## config.mk

```make
export PLATFORM = sky130hd
export DESIGN_NAME = rr_sel_arbiter
export DESIGN_NICKNAME = d
export VERILOG_FILES = /design/src/rtl/rr_sel_arbiter.sv
export SDC_FILE = /design/constraint.sdc
export NUM_CORES = 1
export LEC_CHECK = 0
export BUFFER_PORTS_ARGS = -buffer_cell sky130_fd_sc_hd__buf_2
export CORE_AREA = 2 2 44 46
export DETAILED_ROUTE_END_ITERATION = 12
export DIE_AREA = 0 0 46 48
export PLACE_DENSITY_LB_ADDON = 0.1
export RECOVER_POWER = 25
export SYNTH_ARGS = -nofsm -noshare
export SYNTH_HDL_FRONTEND = slang
export SYNTH_SLANG_ARGS = --single-unit
```

## constraint.sdc

```tcl
create_clock -name clk -period 1.4 [get_ports clk]
set_input_delay 0.07 -clock clk [delete_from_list [all_inputs] [get_ports clk]]
set_output_delay 0.07 -clock clk [all_outputs]
set_load 0.05 [all_outputs]
```

## src/rtl/rr_sel_arbiter.sv

```systemverilog
// rr_sel_arbiter: 4-way round-robin arbiter with registered one-hot grant, binary select and hold timeout
// Ports:
//   clk       rising-edge clock
//   rst_n     asynchronous active-low reset
//   req       per-requester request, bit i = requester i
//   done      owner releases the resource (only looked at while busy)
//   gnt       one-hot grant, zero when no owner
//   sel       binary index of the owner, drives the shared datapath mux
//   gnt_valid high while an owner holds the grant
//   timeout   one-cycle pulse after a grant is force-released at MAX_HOLD
module rr_sel_arbiter #(
  parameter int MAX_HOLD = 8
) (
  input  logic       clk,
  input  logic       rst_n,
  input  logic [3:0] req,
  input  logic       done,
  output logic [3:0] gnt,
  output logic [1:0] sel,
  output logic       gnt_valid,
  output logic       timeout
);
  localparam int CW = $clog2(MAX_HOLD + 1);
  localparam logic [CW-1:0] MAX_CNT = CW'(MAX_HOLD);
  localparam logic S_IDLE = 1'b0;
  localparam logic S_BUSY = 1'b1;
  logic          r_state;
  logic [3:0]    r_gnt;
  logic [1:0]    r_sel;
  logic          r_gnt_valid;
  logic          r_timeout;
  logic [CW-1:0] r_hold_cnt;
  logic [1:0]    r_last;
  logic          w_found;
  logic [1:0]    w_pick;
  // Priority search starting just after the last owner; an X request bit
  // simply fails its test, so at most one index is ever chosen.
  always_comb begin
    w_found = 1'b0;
    w_pick  = r_last;
    for (int i = 1; i <= 4; i++) begin
      if (!w_found && req[2'(r_last + 2'(i))]) begin
        w_found = 1'b1;
        w_pick  = 2'(r_last + 2'(i));
      end
    end
  end
  always_ff @(posedge clk or negedge rst_n) begin
    if (!rst_n) begin
      r_state     <= S_IDLE;
      r_gnt       <= 4'b0;
      r_sel       <= 2'd0;
      r_gnt_valid <= 1'b0;
      r_timeout   <= 1'b0;
      r_hold_cnt  <= '0;
      r_last      <= 2'd3;
    end else begin
      r_timeout <= 1'b0;
      if (r_state == S_IDLE) begin
        if (w_found) begin
          r_state     <= S_BUSY;
          r_sel       <= w_pick;
          r_gnt       <= 4'b1 << w_pick;
          r_gnt_valid <= 1'b1;
          r_hold_cnt  <= CW'(1);
        end
      end else if (done || r_hold_cnt == MAX_CNT) begin
        // done wins over the hold limit, so timeout only flags a forced release
        r_state     <= S_IDLE;
        r_gnt       <= 4'b0;
        r_gnt_valid <= 1'b0;
        r_last      <= r_sel;
        r_timeout   <= !done;
      end else begin
        r_hold_cnt <= r_hold_cnt + CW'(1);
      end
    end
  end
  assign gnt       = r_gnt;
  assign sel       = r_sel;
  assign gnt_valid = r_gnt_valid;
  assign timeout   = r_timeout;
endmodule

```

---- After elaboration in Yosys (flattened, before gate mapping) ----
Cells that the tools add are included.
word-level totals
  register bits ........................... 15
  output and inout bits ................... 8
  logic and storage cells ................. 63
operators by class
  $add $sub $neg .......................... 4
  magnitude comparators ................... 4
  equality and inequality tests ........... 3
  shift-type cells ........................ 1
  mux-type cells .......................... 30
  bitwise logic cells ..................... 1
  reductions and logical operators ........ 13
operators by type and width
  operator               number
  $mux W4                6
  $mux W1                16
  $lt A2 B3 Y1 const B   4
  $bmux W1 S2            4
  $mux W2                4
  $reduce_and A2 Y1      4
  $add A2 B2 Y2 const B  2
  $add A4 B1 Y4 const B  1
  $eq A4 B4 Y1 const B   1
  $logic_not A1 Y1       4
  $shl A1 B2 Y4 const A  1
  $logic_and A1 B1 Y1    3
  $add A2 B1 Y2 const B  1
  $ne A2 B1 Y1 const B   1
  $ne A2 B2 Y1 const B   1
  $reduce_bool A2 Y1     1
  $logic_or A1 B1 Y1     1
  $not A1 Y1             1

---- Logic depth before layout (Yosys ltp) ----
  depth after elaboration ................. 16
  gate-level depth with buffers ........... 6
  gate-level depth less buffers ........... 6

---- Worst setup path after synthesis ----
OpenSTA, ideal clock, no wires.
  path type ............................... reg2reg
  start ................................... register r_hold_cnt[0]
  end ..................................... register r_last[0]
  library setup time ...................... 0.082 ns
  data arrival time ....................... 1.378 ns
  data required time ...................... 1.318 ns
  path slack .............................. -0.060 ns
  cell stages (with the launch flop) ...... 6
  cell sequence ........................... dfrtp_1 inv_1 ha_1 and3b_1 o21ai_4 mux2_2
between the ends
  longest elaborated chain between the ends .. 3
RTL lines
  what                                RTL line  source
  start, declared                     32        logic [CW-1:0] r_hold_cnt;
  start signal, assigned              75        r_hold_cnt <= r_hold_cnt + CW'(1);
  $eq A4 B4 Y1                        67        end else if (done || r_hold_cnt == MAX_CNT) begin
  $logic_or A1 B1 Y1                  67
  $reduce_and A2 Y1 (no source line)  n/a
  end signal, assigned                72        r_last <= r_sel;
  end, declared                       33        logic [1:0] r_last;
Every way passes these cells.
A chain may end at the register's enable or synchronous reset.

---- Final worst setup path ----
  start ................................... register r_hold_cnt[1]
  end ..................................... register r_last[1]
Same word-level chain as after synthesis.

==> flow_metrics.py <==
metrics = {
    "outcome": {
        "status": "finished with violations",
        "violations": "setup timing",
    },
    "global_route": {
        "grt_util_met1_pct": 23.49,
        "overflow": 0,
        "grt_pass1_wl_mm": 2.725,
        "grt_busiest_layer": "met2",
        "grt_pass1_vias": 623,
        "grt_max_degree": 16,
        "met2_usage_pct": 27.78,
        "grtUsageMet3_pct": 5.660,
        "track_usage_pct": 17.95,
        "antenna_found_initial": 0,
    },
    "layout": {
        "antenna_cells": 0,
        "post-route-util_pct": 60.67,
        "stdcell_count": 118,
        "syn_to_final_growth_pct": 35.60,
        "final_nets": 111,
        "drive_gt1_share_pct": 53.47,
    },
    "detailed_routing": {
        "dr_total_vias": 627,
        "route.detailed.drc": 0,
        "viasPerCell": 5.314,
        "drtIter0Drc": 11,
        "routed_wl_mm": 1.604,
        "drtAntennaViolNets": 0,
        "wl_per_cell_um": 13.59,
        "dr.pass1.iters": 4,
    },
    "timing": {
        "slew-limit-headroom_pct": 43.88,
        "hold_viol_final": 0,
        "setup_violations": 8,
        "rsz0062_at_grt": "true",
        "max_freq_ghz": 0.6967,
        "tightest_slew_ns": 0.8418,
        "finalCritPeriodShare_pct": 102.5,
        "fin_skew_ns": 0.005320,
        "slew_violations": 0,
        "timing.final.ws_setup_ns": -0.03543,
        "min_period_ns": 1.435,
    },
    "synthesis": {
        "yosysWarnings": 0,
        "synth_area_um2": 755.7,
        "syn_inst": 69,
        "ys_ff_latch": 15,
        "syn_avg_cell_area_um2": 10.95,
        "synth_top_area_share_pct": 43.05,
        "ys_seq_area_share_pct": 50.00,
        "synthesis.nets": 78,
        "synth_top_cell_by_area": "dfrtp_1",
        "synth.area.top_cells": "dfrtp_1 (43%), dfstp_2 (7.0%), o21ai_2 (3.5%), ha_1 (3.3%), nand3_1 (3.3%)",
        "synthDistinctLibCells": 31,
    },
    "setup_path": {
        "cp_slowest_stage_delay_ns": 0.37,
        "crit_path_start": "r_hold_cnt[1]$_DFFE_PN0P_",
        "crit_family": "flip-flops",
        "cp.arrival_ns": 1.66,
        "cp-endpoint": "r_last[1]$_DFFE_PN1P_",
        "reg2reg_from": "r_hold_cnt[1]$_DFFE_PN0P_",
        "cp_max_fo": 4,
        "worstPathCellList": "inv_2 > ha_4 > and3b_2 > o21ai_4 > mux2_4",
        "reg2regPathDepth": 5,
        "startpoint_type": "flop",
        "cp_data_required_time_ns": 1.62,
        "critPathKind": "reg2reg",
        "cp_num_buf_inv": 1,
        "reg2reg_to": "r_last[1]$_DFFE_PN1P_",
        "endpoint_kind": "flop",
        "cp.depth": 5,
        "cp_slowest_cell": "dfrtp_1",
        "ff2ff_setup_slack_ns": -0.04,
    },
    "clock_tree": {
        "path_clk_slew_ns": 0.09,
        "clkSinkCount": 15,
        "cts_buffers": 3,
        "clock_tree.root_cell": "clkbuf_4",
        "cts_tree": "done",
        "clock_latency_ns": 0.29,
        "cts.path.max_buffers": 2,
        "cts_htree_levels": 1,
    },
    "place": {
        "dp_cells": 111,
        "dp_hpwl_mm": 1.185,
        "numPortBuffers": 14,
        "gp_congestion": 0.7828,
    },
    "die": {
        "die_x_um": 46,
        "start_util_pct": 44.74,
        "ioPinCount": 15,
        "die_h_um": 48,
        "dieArea_um2": 2208,
        "rows": 15,
        "core_um2": 1689,
    },
    "power": {
        "p_per_area_nw_per_um2": 2306,
        "power_uw": 2363,
        "vdd_drop_max_v": 0.001242,
        "p_leak_uw": 0.0004894,
    },
    "flow_run": {
        "maxCapViolations": 0,
    },
    "hold_path": {
        "min_path_type": "in2reg",
    },
}
[routing by layer]
layer	wire (µm)	part of all wire (%)
met1	795	50
met2	718	45
met3	68	4.2
met4	21	1.3
met5	0	0
[report_power, final]
part | switching [µW] | leakage [µW] | internal (µW)
registers | 151 | 0.000184 | 626
logic | 767 | 0.000288 | 577
clock network | 136 | 0.0000177 | 106
[layout make-up]
cell class,instances,area [µm²]
Multi-Input combinational cell,48,387.9
Inverter,4,15.01
Clock buffer,3,22.52
Sequential cell,15,377.9
Clock inverter,1,5.005
Fill cell,142,664.4
Timing Repair Buffer,30,195.2
Tap cell,17,21.27
[worst min-delay path, cell delays in order]
cell and delay [ns]:
buf_2 0.11, a221oi_2 0.08, nand2_2 0.10, o21ai_2 0.05
[cells in the final DEF (no fill, tap or decap), drive strengths merged, types with 2 or more instances in the layout]
| cell | count |
|---|---|
| a21oi | 2 |
| buf | 28 |
| clkbuf | 4 |
| dfrtp | 13 |
| dfstp | 2 |
| ha | 2 |
| inv | 4 |
| mux2 | 2 |
| mux2i | 2 |
| nand2 | 7 |
| nand3 | 5 |
| nor2 | 3 |
| nor3 | 3 |
| o21ai | 7 |
| o31ai | 2 |
[how the worst min path moves through the flow]
| stage | from | end | slack [ns] | depth (start not counted) |
|---|---|---|---|---|
| final | req[1] | gnt[2]$_DFFE_PN0P_ | 0.16 | 4 |
| after global routing | req[1] | gnt[0]$_DFFE_PN0P_ | 0.17 | 4 |
| after CTS | req[1] | gnt[2]$_DFFE_PN0P_ | 0.15 | 4 |
| after detailed placement | rst_n | gnt_valid$_DFFE_PN0P_ | -0.006 | 1 |
| after global placement | rst_n | timeout$_DFF_PN0_ | -0.007 | 1 |
| after floorplan | rst_n | gnt[0]$_DFFE_PN0P_ | -0.23 | 0 |
[Yosys cell counts]
library cell / number
o21ai_2: 3
buf_4: 1
and3b_1: 1
o21a_1: 1
nor2_1: 3
buf_6: 1
nor3_1: 3
xnor2_1: 1
nand2b_1: 1
o21ai_4: 1
ha_1: 2
a21oi_1: 2
nor3b_1: 1
dfrtp_1: 13
a22o_1: 1
or2_1: 1
o32a_2: 1
o32ai_1: 1
a31o_1: 1
nand2_2: 1
inv_1: 4
o22a_2: 1
dfstp_2: 2
nand2_1: 6
mux2_2: 2
a221oi_2: 1
nand3_1: 5
o31ai_1: 2
nor4_1: 1
o21ai_0: 3
mux2i_1: 2
[sequential cells by signal, summed over array words and instances, names as in the netlist]
signal and cells:
gnt 4, timeout 1, sel 2, r_last 2, r_hold_cnt 4, gnt_valid 1, r_state 1
[stage by stage]
step	hold WS [ns]	setup slack (ns)	TNS, ns	instance area (µm²)
final	0.1596	-0.03543	-0.1831	1025
after global routing	0.1706	-0.1023	-0.7803	1025
after CTS	0.1505	-0.02127	-0.07070	1016
after detailed placement	-0.006186	-0.05711	-0.2722	937.1
after global placement	-0.006691	-0.01570	-0.03947	937.1
after floorplan	-0.2256	-0.03866	-0.07733	767.0
[timing repair]
item	4_1_cts	5_1_grt
endpoints found under the hold margin	15	0
setup endpoints to repair	9	12
gates resized for setup	5	3
buffers inserted	2	0
hold buffers	1	0
pin swaps	2	0
[logic make-up after synthesis]
logic type	after synthesis	share of synthesized area, %
buffers and inverters	6	4.470
AND/OR/NAND/NOR	23	15.23
adder cells (fa/ha/maj)	2	3.311
XOR/XNOR	1	1.159
AO/OA/AOI/OAI	18	20.20
multiplexers	4	5.629
flip-flops	15	50.00
(Power assumes the default switching activity.)
